File: config.mk
export PLATFORM = sky130hd
export DESIGN_NAME = video_timing_gen_flat
export DESIGN_NICKNAME = d
export VERILOG_FILES = /design/src/rtl/video_timing_gen_if.sv /design/src/rtl/video_timing_gen.sv /design/src/flat_wrapper.sv
export SDC_FILE = /design/constraint.sdc
export NUM_CORES = 1
export LEC_CHECK = 0
export BUFFER_PORTS_ARGS = -buffer_cell sky130_fd_sc_hd__buf_2
export CORE_UTILIZATION = 40
export DETAILED_ROUTE_END_ITERATION = 12
export GPL_ROUTABILITY_DRIVEN = 0
export SLEW_MARGIN = 20
export SYNTH_ARGS = -nofsm -noshare
export SYNTH_HDL_FRONTEND = slang
export SYNTH_SLANG_ARGS = --single-unit
File: constraint.sdc
create_clock -name clk -period 4.9 [get_ports clk]
set_input_delay 0.98 -clock clk [delete_from_list [all_inputs] [get_ports clk]]
set_output_delay 0.98 -clock clk [all_outputs]
set_load 0.02 [all_outputs]
File: src/rtl/video_timing_gen_if.sv
// Bundles the video timing generator's mode controls and its timing/pixel outputs.
// The generator side uses the master modport; the video sink uses slave.
interface video_timing_gen_if;
  logic       pal;
  logic       scandouble;
  logic [1:0] pattern;
  logic       ce_pix;
  logic       HBlank;
  logic       VBlank;
  logic       HSync;
  logic       VSync;
  logic       frame_start;
  logic [9:0] x;
  logic [9:0] y;
  logic [15:0] frame;
  logic [7:0] video;

  modport master (
    input  pal, scandouble, pattern,
    output ce_pix, HBlank, VBlank, HSync, VSync, frame_start, x, y, frame, video
  );

  modport slave (
    output pal, scandouble, pattern,
    input  ce_pix, HBlank, VBlank, HSync, VSync, frame_start, x, y, frame, video
  );
endinterface

File: src/rtl/video_timing_gen.sv
// Parametrised video timing source: pixel enable, H/V counters, blank/sync and an
// 8-bit test pattern, with NTSC/PAL height and scandoubling chosen per frame.
module video_timing_gen #(
  parameter int CE_DIV       = 8,
  parameter int H_ACTIVE     = 320,
  parameter int H_FP         = 16,
  parameter int H_SYNC       = 32,
  parameter int H_BP         = 48,
  parameter int V_ACTIVE     = 240,
  parameter int V_FP         = 4,
  parameter int V_SYNC       = 3,
  parameter int V_TOTAL_NTSC = 262,
  parameter int V_TOTAL_PAL  = 312
) (
  input logic clk,
  input logic reset_n,
  video_timing_gen_if.master vid
);

  typedef enum logic [1:0] {
    PAT_NOISE    = 2'd0,
    PAT_GRADIENT = 2'd1,
    PAT_CHECKER  = 2'd2,
    PAT_SCROLL   = 2'd3
  } pattern_e;

  localparam int         H_TOTAL    = H_ACTIVE + H_FP + H_SYNC + H_BP;
  localparam logic [9:0] H_LAST     = 10'(H_TOTAL - 1);
  localparam logic [9:0] H_ACT      = 10'(H_ACTIVE);
  localparam logic [9:0] HS_BEG     = 10'(H_ACTIVE + H_FP);
  localparam logic [9:0] HS_END     = 10'(H_ACTIVE + H_FP + H_SYNC);
  localparam logic [9:0] V_ACT      = 10'(V_ACTIVE);
  localparam logic [9:0] VS_BEG     = 10'(V_ACTIVE + V_FP);
  localparam logic [9:0] VS_END     = 10'(V_ACTIVE + V_FP + V_SYNC);
  localparam logic [9:0] VT_NTSC    = 10'(V_TOTAL_NTSC);
  localparam logic [9:0] VT_PAL     = 10'(V_TOTAL_PAL);
  localparam logic [7:0] DIV_MAX_N  = 8'(CE_DIV - 1);
  localparam logic [7:0] DIV_MAX_SD = 8'(CE_DIV / 2 - 1);
  localparam logic [15:0] LFSR_SEED = 16'hACE1;

  // Galois LFSR, taps 16,14,13,11, shifting right.
  function automatic logic [15:0] lfsr_step(input logic [15:0] s);
    return {1'b0, s[15:1]} ^ (s[0] ? 16'hB400 : 16'h0000);
  endfunction

  logic       pal_q, pal_d, sd_q, sd_d;
  pattern_e   pat_q, pat_d;
  logic [7:0] div_q, div_d;
  logic [9:0] hcnt_q, hcnt_d, vcnt_q, vcnt_d;
  logic [15:0] frame_q, frame_d, lfsr_q, lfsr_d;
  logic       ce_q, ce_d, fs_q, fs_d;
  logic       hblank_q, hblank_d, vblank_q, vblank_d;
  logic       hsync_q, hsync_d, vsync_q, vsync_d;
  logic [9:0] x_q, x_d, y_q, y_d;
  logic [7:0] video_q, video_d;
  logic [7:0] div_max, div_max_nxt;
  logic [9:0] vt_last;
  logic       adv;

  always_comb begin
    // NOTE: every always_comb output gets a default first so no path leaves it unassigned (no latch).
    div_max  = sd_q ? DIV_MAX_SD : DIV_MAX_N;
    adv      = (div_q == div_max);
    vt_last  = ((pal_q ? VT_PAL : VT_NTSC) << sd_q) - 10'd1;
    div_d    = div_q + 8'd1;
    hcnt_d   = hcnt_q;
    vcnt_d   = vcnt_q;
    frame_d  = frame_q;
    lfsr_d   = lfsr_q;
    pal_d    = pal_q;
    sd_d     = sd_q;
    pat_d    = pat_q;
    fs_d     = 1'b0;
    hblank_d = hblank_q;
    vblank_d = vblank_q;
    hsync_d  = hsync_q;
    vsync_d  = vsync_q;
    x_d      = x_q;
    y_d      = y_q;
    video_d  = video_q;

    if (adv) begin
      div_d = '0;
      if (hcnt_q == H_LAST) begin
        hcnt_d = '0;
        if (vcnt_q == vt_last) begin
          // Frame boundary: modes for the whole next frame are captured here.
          vcnt_d  = '0;
          frame_d = frame_q + 16'd1;
          fs_d    = 1'b1;
          pal_d   = vid.pal;
          sd_d    = vid.scandouble;
          pat_d   = pattern_e'(vid.pattern);
        end else begin
          vcnt_d = vcnt_q + 10'd1;
        end
      end else begin
        hcnt_d = hcnt_q + 10'd1;
      end

      hblank_d = (hcnt_d >= H_ACT);
      hsync_d  = (hcnt_d >= HS_BEG) && (hcnt_d < HS_END);
      vblank_d = (vcnt_d >= (V_ACT << sd_d));
      vsync_d  = (vcnt_d >= (VS_BEG << sd_d)) && (vcnt_d < (VS_END << sd_d));
      x_d      = hcnt_d;
      y_d      = vcnt_d >> sd_d;

      if (hblank_d || vblank_d) begin
        video_d = '0;
      end else begin
        case (pat_d)
          PAT_NOISE: begin
            lfsr_d  = lfsr_step(lfsr_q);
            video_d = lfsr_d[7:0];
          end
          PAT_GRADIENT: video_d = hcnt_d[7:0];
          PAT_CHECKER:  video_d = (hcnt_d[3] ^ y_d[3]) ? 8'hFF : 8'h00;
          PAT_SCROLL:   video_d = hcnt_d[7:0] + frame_d[7:0];
          default:      video_d = '0;
        endcase
      end
    end

    div_max_nxt = sd_d ? DIV_MAX_SD : DIV_MAX_N;
    ce_d        = (div_d == div_max_nxt);
  end

  always_ff @(posedge clk) begin
    // NOTE: sequential state uses non-blocking assignments so every flop samples pre-edge values.
    if (!reset_n) begin
      pal_q    <= vid.pal;
      sd_q     <= vid.scandouble;
      pat_q    <= pattern_e'(vid.pattern);
      div_q    <= '0;
      hcnt_q   <= '0;
      vcnt_q   <= '0;
      frame_q  <= '0;
      lfsr_q   <= LFSR_SEED;
      ce_q     <= 1'b0;
      fs_q     <= 1'b0;
      hblank_q <= 1'b0;
      vblank_q <= 1'b0;
      hsync_q  <= 1'b0;
      vsync_q  <= 1'b0;
      x_q      <= '0;
      y_q      <= '0;
      video_q  <= '0;
    end else begin
      pal_q    <= pal_d;
      sd_q     <= sd_d;
      pat_q    <= pat_d;
      div_q    <= div_d;
      hcnt_q   <= hcnt_d;
      vcnt_q   <= vcnt_d;
      frame_q  <= frame_d;
      lfsr_q   <= lfsr_d;
      ce_q     <= ce_d;
      fs_q     <= fs_d;
      hblank_q <= hblank_d;
      vblank_q <= vblank_d;
      hsync_q  <= hsync_d;
      vsync_q  <= vsync_d;
      x_q      <= x_d;
      y_q      <= y_d;
      video_q  <= video_d;
    end
  end

  assign vid.ce_pix      = ce_q;
  assign vid.frame_start = fs_q;
  assign vid.HBlank      = hblank_q;
  assign vid.VBlank      = vblank_q;
  assign vid.HSync       = hsync_q;
  assign vid.VSync       = vsync_q;
  assign vid.x           = x_q;
  assign vid.y           = y_q;
  assign vid.frame       = frame_q;
  assign vid.video       = video_q;

endmodule

File: src/flat_wrapper.sv
// flat-port wrapper written by rule: the top's interface ports become plain ports
module video_timing_gen_flat 
#(
  parameter int CE_DIV       = 8,
  parameter int H_ACTIVE     = 320,
  parameter int H_FP         = 16,
  parameter int H_SYNC       = 32,
  parameter int H_BP         = 48,
  parameter int V_ACTIVE     = 240,
  parameter int V_FP         = 4,
  parameter int V_SYNC       = 3,
  parameter int V_TOTAL_NTSC = 262,
  parameter int V_TOTAL_PAL  = 312
)
  (clk, reset_n, vid_pal, vid_scandouble, vid_pattern, vid_ce_pix, vid_HBlank, vid_VBlank, vid_HSync, vid_VSync, vid_frame_start, vid_x, vid_y, vid_frame, vid_video);
  video_timing_gen_if vid_i ();
  input logic clk;
  input logic reset_n;
  input wire logic [$bits(vid_i.pal)-1:0] vid_pal;
  input wire logic [$bits(vid_i.scandouble)-1:0] vid_scandouble;
  input wire logic [$bits(vid_i.pattern)-1:0] vid_pattern;
  output wire logic [$bits(vid_i.ce_pix)-1:0] vid_ce_pix;
  output wire logic [$bits(vid_i.HBlank)-1:0] vid_HBlank;
  output wire logic [$bits(vid_i.VBlank)-1:0] vid_VBlank;
  output wire logic [$bits(vid_i.HSync)-1:0] vid_HSync;
  output wire logic [$bits(vid_i.VSync)-1:0] vid_VSync;
  output wire logic [$bits(vid_i.frame_start)-1:0] vid_frame_start;
  output wire logic [$bits(vid_i.x)-1:0] vid_x;
  output wire logic [$bits(vid_i.y)-1:0] vid_y;
  output wire logic [$bits(vid_i.frame)-1:0] vid_frame;
  output wire logic [$bits(vid_i.video)-1:0] vid_video;
  assign vid_i.pal = vid_pal;
  assign vid_i.scandouble = vid_scandouble;
  assign vid_i.pattern = vid_pattern;
  assign vid_ce_pix = vid_i.ce_pix;
  assign vid_HBlank = vid_i.HBlank;
  assign vid_VBlank = vid_i.VBlank;
  assign vid_HSync = vid_i.HSync;
  assign vid_VSync = vid_i.VSync;
  assign vid_frame_start = vid_i.frame_start;
  assign vid_x = vid_i.x;
  assign vid_y = vid_i.y;
  assign vid_frame = vid_i.frame;
  assign vid_video = vid_i.video;
  video_timing_gen #(.CE_DIV(CE_DIV), .H_ACTIVE(H_ACTIVE), .H_FP(H_FP), .H_SYNC(H_SYNC), .H_BP(H_BP), .V_ACTIVE(V_ACTIVE), .V_FP(V_FP), .V_SYNC(V_SYNC), .V_TOTAL_NTSC(V_TOTAL_NTSC), .V_TOTAL_PAL(V_TOTAL_PAL)) u_core (.clk(clk), .reset_n(reset_n), .vid(vid_i));
endmodule
==> results.yml, run 1 <==
routing:
  met3WireLength_um: 629
  routed_wirelength_mm: 13.0
  viasPerCell: 5.42
  top_layer_used: "met4"
  vias: 4522
  drt_iter0_markers: 280
  route.met2.wl_mm: 5.75
  routedLengthMet1_mm: 6.24
  drtPass1Iterations: 5
  drc: 0
  ant_nets: 0
  routedWlPerCell_um: 15.6
logic_synthesis:
  ys_types: 65
  yosysSeqAreaShare_pct: 34.4
  yosysTopAreaCell: "dfxtp_1"
  postSynthAreaPerCell_um2: 8.39
  synthCells: 620
  synth_fp_nets: 644
  syn_area_um2: 5200
  synth_seq_cells: 88
  synth_top_area_share_pct: 32.7
  ys.flop_type: "dfxtp_1"
  synth.area.top_cells: "dfxtp_1 33%, xnor2_1 5.7%, mux2i_1 4.8%"
  ys_async_sr_fraction_pct: 0
  synth-edff-count: 3
  ys_warn_count: 0
clocking:
  holdBufCountCts: 0
  post_cts_buffers: 0
  cts_resized: 0
  clk_pin_slew_ns: 0.06
  clock-sinks: 88
  h-tree-depth: 3
  cts_made_buffers: 9
  cts_max_path_buffers: 2
  cts_root_buf: "clkbuf_16"
  clk_latency_ns: 0.35
  tritoncts: "yes"
finish:
  postLayoutCellArea_um2: 5890
  nets: 681
  area_growth_pct: 13.2
  drive_gt1_share_pct: 14.8
  post-route-util_pct: 46.5
  num_antenna_cells: 0
timing:
  relSlewSlack_pct: 45.1
  final_max_slew_viol_count: 0
  finalHoldViolCount: 0
  fin_crit_sh_pct: 85.7
  fin_worst_skew_ns: 0.00556
  post-route-min-period_ns: 4.20
  tightestPinTransition_ns: 0.801
  grt_setup_unrepaired: "no"
  setup_tns_ns: 0
  setup_violations: 0
  fmax_mhz: 238
setup_path:
  ff2ff_path_depth: 16
  cp.arrival_ns: 4.40
  r2r_end: "u_core.lfsr_q[5]$_SDFFE_PN1P_"
  rrSetupSlack_ns: 0.70
  reg2reg_from: "u_core.vid.x[0]$_SDFFE_PN0N_"
  critPathMaxFanout: 16
  cp.required_ns: 5.10
  start_kind: "flip-flop"
  cp-end-kind: "flip-flop"
  critical_path_class: "reg2reg"
floorplan:
  io_pins: 56
  die-width_um: 116
  design.core.area_um2: 12700
  die_h_um: 116
  fp-row-count: 41
  die-area_um2: 13500
  start_util_pct: 41.0
outcome:
  status: "complete, no violations"
global_route:
  antenna_found_initial: 0
  grt_overflow_total: 0
  grt_max_degree: 73
  grt_pass1_wl_mm: 21.0
  grt_pass1_vias: 4086
  grt_use_total_pct: 20.3
power_and_ir_drop:
  leakage_nw: 2.54
  cellPowerDensity_nw_per_um2: 276
  vdd_drop_max_mv: 0.185
place:
  io_buffer_count: 55
  placed_area_um2: 5570
  hpwlAfterDp_mm: 9.38
worst_hold_path:
  worst_hold_path_type: "reg2reg"
  min_to: "u_core.vid.video[1]$_SDFFE_PN0N_"
  holdPathStages: 2
  min-delay-start: "u_core.vid.video[1]$_SDFFE_PN0N_"
run:
  drv_cap: 0
[area by class of cell]
class | instances | area [µm²]
clock buffer | 9 | 225
clock inverter | 7 | 96.3
fill | 1255 | 6780
inverter | 21 | 78.8
multi-input combinational | 473 | 3140
sequential | 88 | 1790
tap | 172 | 215
timing repair buffer | 64 | 343
[worst max-delay path by stage]
stage | start | end | slack, ns | cells after the start
6_report | u_core.vid.x[0]$_SDFFE_PN0N_ | u_core.lfsr_q[5]$_SDFFE_PN1P_ | 0.70 | 16
3_5_place_dp | u_core.vid.x[0]$_SDFFE_PN0N_ | u_core.vid.video[5]$_SDFFE_PN0N_ | 0.77 | 17
2_1_floorplan | u_core.vid.x[0]$_SDFFE_PN0N_ | u_core.lfsr_q[0]$_SDFFE_PN1P_ | 0.53 | 19
3_3_place_gp | u_core.vid.x[0]$_SDFFE_PN0N_ | u_core.vid.video[5]$_SDFFE_PN0N_ | 0.87 | 17
4_1_cts | u_core.vid.x[0]$_SDFFE_PN0N_ | u_core.vid.video[5]$_SDFFE_PN0N_ | 0.74 | 17
5_1_grt | u_core.vid.x[0]$_SDFFE_PN0N_ | u_core.lfsr_q[7]$_SDFFE_PN1P_ | 0.40 | 16
[stage by stage]
step                worst slack [ns]  total power [mW]  hold WS, ns  cells
global placement               0.875             0.900        0.444    818
CTS                            0.736              1.65        0.460    834
detailed placement             0.765             0.902        0.444    818
global route                   0.399              1.69        0.488    834
floorplan                      0.533             0.863        0.441    620
finish                         0.703              1.63        0.452    834
[where the power goes]
group	internal, mW	total (mW)	switching, mW	leakage, nW
Clock	0.446	0.740	0.294	0.148
Sequential	0.733	0.754	0.0211	0.716
Combinational	0.0508	0.132	0.0815	1.67
Total	1.23	1.63	0.396	2.54
[flip-flops by register name, summed over array words and instances, names as in the netlist, 2 cells and up]
signal and count:
u_core.div_q 8, u_core.lfsr_q 16, u_core.pat_q 2, u_core.vcnt_q 10
u_core.vid.frame 16, u_core.vid.video 8, u_core.vid.x 10, u_core.vid.y 10
[kinds of logic (layout without fill, tap and decap cells)]
logic type / after synthesis / in the layout / synth area share [%]
buf+inv: 59 / 101 / 5.24
compound gates: 122 / 122 / 16.4
mux: 31 / 31 / 6.11
flops: 88 / 88 / 34.4
simple gates: 252 / 252 / 24.9
fa+ha+maj: 18 / 18 / 4.47
xor+xnor: 50 / 50 / 8.42
[layout by cell type (no fill, tap or decap), drive strengths merged, types with 6 or more instances in the layout]
cell type   n
dfxtp      85
nand4      11
mux2i      25
buf        64
and2       23
mux2        6
o211a       7
xnor2      34
o31ai       8
ha         17
nand2      64
nor3b       9
a21boi     13
a21oi      16
nand2b      9
nor2b      19
nand3      28
o21ai      35
nor3       16
xor2       16
inv        21
clkbuf      9
nor2       44
or3        10
[routing by layer]
| metal | up-vias | track usage [%] |
|---|---|---|
| met5 | - | 0 |
| met4 | 0 | 10.3 |
| met3 | 20 | 3.56 |
| met2 | 127 | 31.2 |
| met1 | 2133 | 27.4 |
| li1 | 2242 | - |
[cells in the mapped netlist (9+ instances only)]
cell type,instances
nor2_1,44
nand4_1,11
nor3_1,15
or3_1,10
nor3b_1,9
mux2i_1,25
o21ai_0,32
clkbuf_1,22
nand3_1,28
dfxtp_1,85
ha_1,17
nand2b_1,9
xor2_1,16
a21boi_0,13
a21oi_1,16
buf_2,9
nor2b_1,19
inv_1,21
xnor2_1,34
nand2_1,64
and2_1,23
[critical path, stage by stage (launching register included)]
cell and delay [ns]:
dfxtp_1 0.51, ha_1 0.30, and4_1 0.34, nand2_1 0.07, nor3_1 0.20, buf_4 0.18
and2_1 0.19, mux2i_1 0.20, buf_4 0.18, inv_1 0.19, ha_1 0.36, o21ai_0 0.15
a211oi_1 0.06, a21o_1 0.22, or4_4 0.59, mux2i_1 0.21, nand2_1 0.08
Power figures use the tool's default switching activity.
==> run 2: changes to the inputs <==
GPL_TIMING_DRIVEN = 0   (was default)
==> run 2 against run 1 <==
  * Clock-buffer cell count is 1 higher
  * Final area is 2.2% higher
  * Critical path type unchanged
  * Setup slack worse by 0.39 ns
  * Total power is 4.1% lower
  * Critical path depth is 1 higher
  * Largest power group unchanged
  * First-iteration DRC count is 24% higher
  * Clock power is 11% lower
  * Die area stayed put
==> results.yml, run 2 (same netlist as run 1, synthesis figures left out) <==
outcome:
  status: "complete, no violations"
place:
  io_buffer_count: 55
  dpl_worst_slack_ns: -0.434
  hpwlAfterDp_mm: 10.6
timing:
  relSlewSlack_pct: 47.3
  fin_worst_skew_ns: 0.0120
  whs_ns: 0.457
  grt_setup_unrepaired: "no"
  post-route-min-period_ns: 4.59
  setup_ws_ns: 0.312
  fmax_mhz: 218
  tightestPinTransition_ns: 0.769
  final_max_slew_viol_count: 0
  setup_violations: 0
  finalHoldViolCount: 0
  fin_crit_sh_pct: 93.6
clocking:
  clock-sinks: 88
  cts_root_buf: "clkbuf_16"
  clk_pin_slew_ns: 0.07
  tritoncts: "yes"
  holdBufCountCts: 0
  cts_max_path_buffers: 2
  clk_latency_ns: 0.35
  h-tree-depth: 3
  cts_made_buffers: 9
global_route:
  grt_use_total_pct: 22.4
  grt_pass1_wl_mm: 23.0
  grt_overflow_total: 0
  grt_pass1_vias: 4552
  grt_max_degree: 16
  antenna_found_initial: 0
setup_path:
  start_kind: "flip-flop"
  critPathMaxFanout: 11
  cp.required_ns: 5.11
  cp.arrival_ns: 4.80
  critical_path_class: "reg2reg"
  cp-end-kind: "flip-flop"
routing:
  drtPass1Iterations: 5
  routedWlPerCell_um: 16.4
  viasPerCell: 5.50
  routed_wirelength_mm: 14.2
  vias: 4760
  drt_iter0_markers: 347
  drc: 0
  ant_nets: 0
floorplan:
  die-area_um2: 13500
  io_pins: 56
  start_util_pct: 41.0
  design.core.area_um2: 12700
  fp-row-count: 41
  die_h_um: 116
  die-width_um: 116
power_and_ir_drop:
  cellPowerDensity_nw_per_um2: 259
  vdd_drop_max_mv: 0.163
  leakage_nw: 2.60
finish:
  num_antenna_cells: 0
  nets: 712
  area_growth_pct: 15.7
  layout_commonest_cell: "dfxtp_1"
  layout_common_cells: "84 x dfxtp_1, 64 x nand2_1, 64 x buf_2"
  drive_gt1_share_pct: 15.7
worst_hold_path:
  worst_hold_path_type: "reg2reg"
run:
  drv_cap: 0
## run 2: routing by layer
metal / wire length (µm) / part of all wire [%] / global-route usage [%] / up-vias
met3: 900 / 6.3 / 4.34 / 27
met1: 6550 / 46 / 29.5 / 2272
met4: 341 / 2.4 / 9.57 / 0
met2: 6410 / 45 / 35.6 / 148
met5: 0 / 0 / 0 / -
li1: - / - / - / 2313
## run 2: area by class of cell
type	count	area (µm²)
fillers	1305	6650
multi-input cells	473	3160
flip-flops and latches	88	1790
repair buffers	57	290
clock buffers	10	239
well taps	172	215
plain buffers	38	195
inverters	21	78.8
clock inverters	6	42.5
## run 2: timing repair
item,CTS,global route
pin swaps,0,1
buffers inserted,0,2
gates resized for setup,3,5
setup endpoints to repair,24,19
## run 2: path summary, 6_finish.rpt
check / start / endpoint / slack, ns / depth (start not counted)
setup / recovery: u_core.vcnt_q[5]$_SDFFE_PN0N_ / u_core.lfsr_q[10]$_SDFFE_PN1P_ / 0.31 / 17
hold / removal: u_core.vid.y[5]$_SDFFE_PN0N_ / u_core.vid.y[5]$_SDFFE_PN0N_ / 0.46 / 2
setup reg to reg: u_core.vcnt_q[5]$_SDFFE_PN0N_ / u_core.lfsr_q[10]$_SDFFE_PN1P_ / 0.31 / 17
hold reg to reg: u_core.vid.y[5]$_SDFFE_PN0N_ / u_core.vid.y[5]$_SDFFE_PN0N_ / 0.46 / 2
## run 2: per-stage QoR
stage                     cell area, µm²  setup TNS [ns]  power [mW]  util, %  instances
final                               6020               0        1.56     47.5        865
after global routing                6020               0        1.61     47.5        865
after CTS                           5990               0        1.57     47.3        863
after detailed placement            5690           -6.76       0.911     44.9        847
after global placement              5690           -5.05       0.908     44.9        847
after floorplan                     5200               0       0.863        -        620
## run 2: worst max-delay path, stage by stage, from the launching register on
cell	delay, ns
dfxtp_1	0.31
clkbuf_1	0.33
o211ai_1	0.25
a2111oi_4	0.58
and2_1	0.20
buf_4	0.17
mux2i_4	0.36
inv_1	0.15
buf_1	0.28
ha_1	0.38
o21ai_0	0.16
a211oi_1	0.06
a21o_1	0.24
or4_4	0.44
buf_8	0.16
buf_12	0.15
mux2i_1	0.15
nand2_1	0.07
## run 2: where the power goes
part / leakage (nW) / switching, mW / internal, mW
Combinational: 1.75 / 0.0971 / 0.0558
Sequential: 0.716 / 0.0141 / 0.733
Clock: 0.135 / 0.301 / 0.358
==> run 3: changes to the inputs <==
RECOVER_POWER = 100   (was default)
==> run 3 against run 2 <==
  * First-iteration DRC count shrank 0.29%
  * Critical path depth is the same
  * Clock skew is essentially flat
==> results.yml, run 3 (same netlist as run 1, synthesis figures left out) <==
routing:
  route.met2.wl_mm: 6.44
  vias: 4746
  met3WireLength_um: 838
  routed_wirelength_mm: 14.2
  routedLengthMet1_mm: 6.61
  drc: 0
  top_layer_used: "met4"
  drtPass1Iterations: 5
  ant_nets: 0
  viasPerCell: 5.49
  drt_iter0_markers: 346
  routedWlPerCell_um: 16.4
setup_path:
  ff2ff_path_depth: 17
  cp.arrival_ns: 4.79
  start_kind: "flip-flop"
  reg2reg_from: "u_core.vcnt_q[5]$_SDFFE_PN0N_"
  r2r_end: "u_core.lfsr_q[10]$_SDFFE_PN1P_"
  cp-end-kind: "flip-flop"
  rrSetupSlack_ns: 0.32
  critical_path_class: "reg2reg"
  critPathMaxFanout: 11
  cp.required_ns: 5.11
place:
  place_inst: 847
  io_buffer_count: 55
  hpwlAfterDp_mm: 10.6
finish:
  multi_input_area_um2: 3160
  area_growth_pct: 14.5
  layout_common_cells: "84 x dfxtp_1, 73 x clkbuf_1, 64 x nand2_1"
  final_cells: 865
  nets: 712
  drive_gt1_share_pct: 8.37
  filler_cell_count: 1319
  register_area_um2: 1790
  num_antenna_cells: 0
  layout_commonest_cell: "dfxtp_1"
clocking:
  cts_root_buf: "clkbuf_16"
  clk_latency_ns: 0.35
  cts_made_buffers: 9
  h-tree-depth: 3
  tritoncts: "yes"
  holdBufCountCts: 0
  cts_max_path_buffers: 2
  clk_pin_slew_ns: 0.07
  clock-sinks: 88
outcome:
  status: "complete, no violations"
timing:
  whs_ns: 0.458
  fin_crit_sh_pct: 93.4
  final_max_slew_viol_count: 0
  relSlewSlack_pct: 46.4
  setup_violations: 0
  fin_worst_skew_ns: 0.0116
  finalHoldViolCount: 0
  post-route-min-period_ns: 4.58
  grt_setup_unrepaired: "no"
  tightestPinTransition_ns: 0.781
  fmax_mhz: 218
global_route:
  grt_use_total_pct: 22.4
  grt_pass1_wl_mm: 23.0
  grt_pass1_vias: 4552
  antenna_found_initial: 0
  grt_overflow_total: 0
  grt_max_degree: 16
power_and_ir_drop:
  cellPowerDensity_nw_per_um2: 261
  vdd_drop_max_mv: 0.163
  seq_power_share_pct: 48.0
  leakage_nw: 2.38
  intPower_mw: 1.15
  netSwitchingPower_mw: 0.411
  clockPowerShare_pct: 42.2
  switching_share_pct: 26.4
  comb_power_share_pct: 9.8
floorplan:
  die_h_um: 116
  start_util_pct: 41.0
  design.core.area_um2: 12700
  io_pins: 56
  die-width_um: 116
  fp-row-count: 41
  die-area_um2: 13500
worst_hold_path:
  holdPathStages: 2
  min-delay-start: "u_core.vid.y[5]$_SDFFE_PN0N_"
  min_to: "u_core.vid.y[5]$_SDFFE_PN0N_"
  worst_hold_path_type: "reg2reg"
run:
  drv_cap: 0
[run 3: changes by cell type in the layout (fill, tap and decap cells not counted), sizes merged]
cell,before,now
clkbuf,33,85
buf,72,20
[run 3: routing by layer]
metal / vias up / track usage, %
met3: 26 / 4.34
met4: 0 / 9.57
met2: 146 / 35.6
met1: 2262 / 29.5
met5: - / 0
li1: 2312 / -
[run 3: repair_timing]
action | CTS | global route
endpoints found under the setup margin | 24 | 19
resized for setup | 3 | 5
buffers inserted | 0 | 2
hold endpoints to repair | 0 | 0
gates cloned | 0 | 0
pin swaps | 0 | 1
[run 3: cell type report]
class | instances | area share (%)
sequential | 88 | 30.1
tap | 172 | 3.61
buffer | 38 | 3.26
inverter | 21 | 1.32
clock buffer | 10 | 4.01
clock inverter | 6 | 0.714
timing repair buffer | 57 | 3.84
multi-input combinational | 473 | 53.1
[run 3: power groups by stage]
stage,combinational [mW],sequential (mW),clock (mW)
floorplan,0.0987,0.764,0
global placement,0.145,0.762,0
detailed placement,0.148,0.763,0
CTS,0.150,0.747,0.674
global route,0.168,0.749,0.695
finish,0.152,0.747,0.658
[run 3: how the worst max path moves through the flow]
stage | cells past startpoint | to | start
after CTS | 19 | u_core.vid.video[5]$_SDFFE_PN0N_ | u_core.vid.x[0]$_SDFFE_PN0N_
after floorplan | 19 | u_core.lfsr_q[0]$_SDFFE_PN1P_ | u_core.vid.x[0]$_SDFFE_PN0N_
after global routing | 19 | u_core.lfsr_q[13]$_SDFFE_PN1P_ | u_core.vid.x[1]$_SDFFE_PN0N_
after global placement | 19 | u_core.lfsr_q[11]$_SDFFE_PN1P_ | u_core.vid.x[0]$_SDFFE_PN0N_
after detailed placement | 19 | u_core.lfsr_q[7]$_SDFFE_PN1P_ | u_core.vid.x[0]$_SDFFE_PN0N_
final | 17 | u_core.lfsr_q[10]$_SDFFE_PN1P_ | u_core.vcnt_q[5]$_SDFFE_PN0N_
[run 3: stage by stage]
| stage | utilization [%] | TNS (ns) | worst slack, ns | power [mW] | cell area (µm²) |
|---|---|---|---|---|---|
| global route | 47.0 | 0 | 0.0484 | 1.61 | 5960 |
| CTS | 47.3 | 0 | 0.0696 | 1.57 | 5990 |
| finish | 47.0 | 0 | 0.323 | 1.56 | 5960 |
| global placement | 44.9 | -5.05 | -0.341 | 0.908 | 5690 |
| floorplan | - | 0 | 0.533 | 0.863 | 5200 |
| detailed placement | 44.9 | -6.76 | -0.434 | 0.911 | 5690 |
[run 3: worst max-delay path, cell delays in order (launching register included)]
cell       delay [ns]
dfxtp_1          0.31
clkbuf_1         0.34
o211ai_1         0.25
a2111oi_4        0.57
and2_0           0.20
buf_4            0.17
mux2i_4          0.37
inv_1            0.15
clkbuf_1         0.28
ha_1             0.38
o21ai_0          0.16
a211oi_1         0.06
a21o_1           0.24
or4_4            0.44
buf_8            0.16
buf_12           0.15
mux2i_1          0.15
nand2_1          0.07
